`src/rtl/fpga_exit_uart_reporter.sv`:
```
// End-of-test reporter: latches the first exit value and sends "EXIT=XXXXXXXX\r\n"
// on an 8N1 UART line, then drives sticky pass/fail indications.
module fpga_exit_uart_reporter #(
  parameter int unsigned CLKS_PER_BIT = 130
) (
  input  logic        clk_i,
  input  logic        rst_ni,
  input  logic        exit_valid_i,
  input  logic [31:0] exit_value_i,
  output logic        uart_tx_o,
  output logic        busy_o,
  output logic        done_o,
  output logic        pass_o,
  output logic        fail_o
);

  localparam int unsigned   BW        = $clog2(CLKS_PER_BIT);
  localparam logic [BW-1:0] BAUD_LAST = BW'(CLKS_PER_BIT - 1);
  localparam logic [3:0]    LAST_CHAR = 4'd14;

  if (CLKS_PER_BIT < 2) begin : g_bad_clks_per_bit
    $error("CLKS_PER_BIT must be at least 2");
  end

  typedef enum logic [2:0] {
    IDLE  = 3'd0,
    START = 3'd1,
    DATA  = 3'd2,
    STOP  = 3'd3,
    DONE  = 3'd4
  } state_t;

  function automatic logic [7:0] hex_ascii(input logic [3:0] n);
    if (n < 4'd10) begin
      hex_ascii = 8'h30 + {4'h0, n};
    end else begin
      hex_ascii = 8'h37 + {4'h0, n};
    end
  endfunction

  // idx 5 selects nibble 7 (bits 31:28) down to idx 12 selecting nibble 0
  function automatic logic [7:0] char_of(input logic [3:0] idx, input logic [31:0] v);
    logic [2:0] nib;
    nib = 3'd4 - idx[2:0];
    case (idx)
      4'd0:    char_of = 8'h45;
      4'd1:    char_of = 8'h58;
      4'd2:    char_of = 8'h49;
      4'd3:    char_of = 8'h54;
      4'd4:    char_of = 8'h3D;
      4'd5, 4'd6, 4'd7, 4'd8, 4'd9, 4'd10, 4'd11, 4'd12:
               char_of = hex_ascii(v[{nib, 2'b00} +: 4]);
      4'd13:   char_of = 8'h0D;
      default: char_of = 8'h0A;
    endcase
  endfunction

  state_t        state_r, state_s;
  logic [BW-1:0] baud_r, baud_s;
  logic [2:0]    bit_r, bit_s;
  logic [3:0]    char_r, char_s;
  logic [31:0]   value_r, value_s;
  logic          valid_q_r;
  logic          tx_r, tx_s;
  logic          busy_r, busy_s;
  logic          done_r, done_s;
  logic          pass_r, pass_s;
  logic          fail_r, fail_s;
  logic [7:0]    cur_char_s;
  logic          bit_end_s;

  // Next-state and next-output logic; outputs are computed one edge ahead and registered
  always_comb begin
    state_s    = state_r;
    baud_s     = baud_r;
    bit_s      = bit_r;
    char_s     = char_r;
    value_s    = value_r;
    tx_s       = tx_r;
    busy_s     = busy_r;
    done_s     = done_r;
    pass_s     = pass_r;
    fail_s     = fail_r;
    cur_char_s = char_of(char_r, value_r);
    bit_end_s  = (baud_r == BAUD_LAST);

    if (state_r == START || state_r == DATA || state_r == STOP) begin
      baud_s = bit_end_s ? '0 : baud_r + BW'(1);
    end else begin
      baud_s = '0;
    end

    case (state_r)
      IDLE: begin
        if (exit_valid_i && !valid_q_r) begin
          value_s = exit_value_i;
          char_s  = 4'd0;
          bit_s   = 3'd0;
          busy_s  = 1'b1;
          tx_s    = 1'b0;
          state_s = START;
        end else begin
          tx_s = 1'b1;
        end
      end
      START: begin
        if (bit_end_s) begin
          state_s = DATA;
          bit_s   = 3'd0;
          tx_s    = cur_char_s[0];
        end else begin
          tx_s = 1'b0;
        end
      end
      DATA: begin
        if (bit_end_s && bit_r == 3'd7) begin
          state_s = STOP;
          tx_s    = 1'b1;
        end else if (bit_end_s) begin
          bit_s = bit_r + 3'd1;
          tx_s  = cur_char_s[3'(bit_r + 3'd1)];
        end else begin
          tx_s = cur_char_s[bit_r];
        end
      end
      STOP: begin
        if (bit_end_s && char_r == LAST_CHAR) begin
          state_s = DONE;
          busy_s  = 1'b0;
          done_s  = 1'b1;
          pass_s  = (value_r == 32'd0);
          fail_s  = (value_r != 32'd0);
          tx_s    = 1'b1;
        end else if (bit_end_s) begin
          char_s  = char_r + 4'd1;
          state_s = START;
          tx_s    = 1'b0;
        end else begin
          tx_s = 1'b1;
        end
      end
      DONE: begin
        tx_s = 1'b1;
      end
      default: begin
        state_s = IDLE;
        busy_s  = 1'b0;
        tx_s    = 1'b1;
      end
    endcase
  end

  // State, counters and output registers
  always_ff @(posedge clk_i or negedge rst_ni) begin
    if (!rst_ni) begin
      state_r   <= IDLE;
      baud_r    <= '0;
      bit_r     <= 3'd0;
      char_r    <= 4'd0;
      value_r   <= 32'd0;
      valid_q_r <= 1'b0;
      tx_r      <= 1'b1;
      busy_r    <= 1'b0;
      done_r    <= 1'b0;
      pass_r    <= 1'b0;
      fail_r    <= 1'b0;
    end else begin
      state_r   <= state_s;
      baud_r    <= baud_s;
      bit_r     <= bit_s;
      char_r    <= char_s;
      value_r   <= value_s;
      valid_q_r <= exit_valid_i;
      tx_r      <= tx_s;
      busy_r    <= busy_s;
      done_r    <= done_s;
      pass_r    <= pass_s;
      fail_r    <= fail_s;
    end
  end

  assign uart_tx_o = tx_r;
  assign busy_o    = busy_r;
  assign done_o    = done_r;
  assign pass_o    = pass_r;
  assign fail_o    = fail_r;

endmodule

```
`config.mk`:
```
export PLATFORM = sky130hd
export DESIGN_NAME = fpga_exit_uart_reporter
export DESIGN_NICKNAME = d
export VERILOG_FILES = /design/src/rtl/fpga_exit_uart_reporter.sv
export SDC_FILE = /design/constraint.sdc
export NUM_CORES = 1
export LEC_CHECK = 0
export CORE_UTILIZATION = 50
export DETAILED_ROUTE_END_ITERATION = 6
export GPL_TIMING_DRIVEN = 0
export PLACE_DENSITY = 0.76
export SYNTH_ARGS = -nofsm -noshare
export SYNTH_HDL_FRONTEND = slang
export SYNTH_SLANG_ARGS = --single-unit
```
`constraint.sdc`:
```
create_clock -name clk_i -period 3.5 [get_ports clk_i]
set_input_delay 0.525 -clock clk_i [delete_from_list [all_inputs] [get_ports clk_i]]
set_output_delay 0.525 -clock clk_i [all_outputs]
set_load 0.02 [all_outputs]
```
==> impl_metrics.tcl <==
set metrics [dict create \
    status "complete, no violations" \
    grt-ovfl-total 0 \
    grt_first_pass_wirelength_um 11200 \
    p_per_area_nw_per_um2 306 \
    cp_slowest_cell "mux4_2" \
    finalCriticalPeriod_ns 3.41 \
    m1WireLength_um 3240 \
    max_freq_mhz 293 \
    p_leak_nw 1.62 \
    power.share.switching_pct 24.2 \
    reg2reg_from "char_r[0]$_DFFE_PN0P_" \
    switchingPower_uw 290 \
    synth_edf_count 0 \
    htreeDepth 2 \
    max-cap-violations 0 \
    grt_max_degree 40 \
    vias_per_cell 5.78 \
    wire_per_inst_um 15.9 \
    grt_pass1_vias 2341 \
    ant_nets 0 \
    clock-sinks 56 \
    worst_slack_ns 0.0917 \
    power.internal_uw 906 \
    die_w_um 82.6 \
    gp_congestion 0.839 \
    design_area_um2 3900 \
    ctsHoldBuffers 0 \
    routed-via-count 2474 \
    cts_tree "built" \
    fin_nets 395 \
    yosys_warnings 0 \
    die_area_um2 6830 \
    rows 29 \
    cp_num_buf_inv 3 \
    endpoint_kind "flop" \
    coreArea_um2 6310 \
    area_growth_pct 20.0 \
    ir_worst_vdd_uv 254 \
    drv_slew 0 \
    rrSetupSlack_ns 0.09 \
    synth-seq-cells 56 \
    critPathMaxStageDelay_ns 0.54 \
    synth_top_area_share_pct 42.3 \
    die_h_um 82.6 \
    hold_class "in2async" \
    power_frac_seq_pct 57.3 \
    cp_top_family "multiplexers" \
    diodes 0 \
    pwr-share-clk_pct 31.1 \
    synthesis.area_um2 3250 \
    ys_seq_area_share_pct 43.1 \
    pre_cts_ws_ns -0.0931 \
    ios 40 \
    crit_top_cell "ha_1" \
    grt_use_total_pct 21.9 \
    synth_nets 344 \
    worstMarginPinSlew_ns 0.910 \
    synth_cells 300 \
    final.period_utilization_pct 97.4 \
    finalHoldViolations 0 \
    antenna_found_initial 0 \
    synth_top_cell_by_area "dfrtp_1" \
    dp_hpwl_um 5040 \
    cts_buffers 5 \
    avgSynthCellArea_um2 10.8 \
    port_buffers 39 \
    start_util_pct 51.5 \
    synth_flop_cell "dfrtp_1" \
    firstDrtPassIters 4 \
    startpoint_type "flop" \
    dr_wl_met3_um 195 \
    cts_root_buffer "clkbuf_8" \
    wl_met2_um 3290 \
    crit_arrival_ns 3.65 \
    setup_viol 0 \
    yosys-top-cells-area "dfrtp_1 (42%), mux2_2 (11%), mux2i_1 (4.3%), mux4_2 (4.2%), ha_1 (3.5%)" \
    fin_skew_ns 0.00985 \
    synthArstFlopShare_pct 100 \
    drc_errors 0 \
    reg2reg_to "uart_tx_o$_DFF_PN1_" \
    whs_ns 0.143 \
    wirelength_um 6820 \
    cp_cell_sequence "inv_4 -> ha_1 -> buf_6 -> buf_8 -> mux2i_1 -> mux4_2 -> ha_1 -> and2_4 -> o31ai_4 -> o22ai_1 -> or3_1 -> and4_4 -> a211oi_2" \
    setup_tns_ns 0 \
    cp_max_fo 10 \
    highest_layer "met4" \
    synth_cell_type_count 56 \
    layout-drive-gt1-share_pct 19.1 \
    drt_iter0_markers 129 \
    synth_most_common_cell "dfrtp_1" \
    cp.required_ns 3.74 \
    combPwrFrac_pct 11.6 \
    place_area_um2 3760 \
    worst_r2r_path_depth 13 \
    slew_headroom_pct 38.8 \
    synth_commonest_cells "dfrtp_1 (55), mux2_2 (32), nor2_1 (25)" \
    clk_latency_ns 0.32 \
    cts.clk_slew.worst_paths_ns 0.10 \
    clockBufferDepth 2 \
    fin_util_pct 61.8 \
    path_class "reg2reg" \
]
==> registers in the layout, summed over array words and instances (netlist names) <==
name,flops
baud_r,8
bit_r,3
state_r,3
char_r,4
busy_o,1
fail_o,1
uart_tx_o,1
value_r,32
done_o,1
valid_q_r,1
pass_o,1
==> stage by stage <==
| stage | power (mW) | cells |
|---|---|---|
| final | 1.20 | 428 |
| after global routing | 1.25 | 428 |
| after detailed placement | 0.833 | 417 |
| after global placement | 0.827 | 416 |
| after floorplan | 0.761 | 300 |
| after CTS | 1.20 | 424 |
==> power by group through the flow <==
stage / Sequential (mW) / Clock, mW / Combinational [mW]
2_1_floorplan: 0.692 / 0 / 0.0690
3_3_place_gp: 0.696 / 0 / 0.130
3_5_place_dp: 0.697 / 0 / 0.135
4_1_cts: 0.685 / 0.379 / 0.136
5_1_grt: 0.688 / 0.407 / 0.152
6_report: 0.685 / 0.371 / 0.139
==> per-layer routing <==
layer / up-vias / global-route usage (%)
li1: 1222 / -
met1: 1190 / 29.9
met2: 53 / 36.0
met3: 9 / 3.74
met4: 0 / 5.86
met5: - / 0
==> area by class of cell <==
type                            instances  area [um^2]
Buffer                                 13         68.8
Clock buffer                            6         82.6
Clock inverter                          1         8.76
Fill cell                             557         2410
Inverter                               10         40.0
Multi-Input combinational cell        221         1770
Sequential cell                        56         1400
Tap cell                               77         96.3
Timing Repair Buffer                   44          435
==> cells in the final DEF, fill, tap and decap left out, types with 6 or more instances in the layout <==
master,n
mux4_2,6
clkbuf_8,6
mux2_2,32
o21ai_0,8
nor4_1,9
clkdlybuf4s50_1,38
dfrtp_1,54
ha_1,9
inv_1,8
mux2i_1,14
nor3_1,12
a21oi_1,10
xor2_1,7
nand2_1,12
clkbuf_1,9
nor2_1,25
nand3_1,12
==> worst max path at each step <==
| stage | from | end | cells past startpoint |
|---|---|---|---|
| after floorplan | char_r[0]$_DFFE_PN0P_ | uart_tx_o$_DFF_PN1_ | 13 |
| after global placement | char_r[0]$_DFFE_PN0P_ | uart_tx_o$_DFF_PN1_ | 12 |
| after detailed placement | char_r[0]$_DFFE_PN0P_ | uart_tx_o$_DFF_PN1_ | 12 |
| after CTS | char_r[0]$_DFFE_PN0P_ | uart_tx_o$_DFF_PN1_ | 13 |
| after global routing | char_r[0]$_DFFE_PN0P_ | uart_tx_o$_DFF_PN1_ | 13 |
| final | char_r[0]$_DFFE_PN0P_ | uart_tx_o$_DFF_PN1_ | 13 |
==> kinds of logic (layout without fill, tap and decap cells) <==
| kind of cell | Yosys count | count (layout) | synth area share, % |
|---|---|---|---|
| AOI/OAI and AO/OA | 49 | 49 | 10.6 |
| muxes | 56 | 56 | 21.1 |
| xor gates and xnor gates | 11 | 11 | 2.96 |
| and+or+nand+nor | 96 | 96 | 15.5 |
| adders and majority gates | 9 | 9 | 3.46 |
| buffers and inverters | 23 | 74 | 3.27 |
| DFF | 56 | 56 | 43.1 |
==> repair_timing <==
action / in CTS / in global routing
setup endpoints to repair: 1 / 1
gates resized for setup: 3 / 2
setup buffers: 0 / 4
Note: power is estimated with default switching activity, not from simulation.
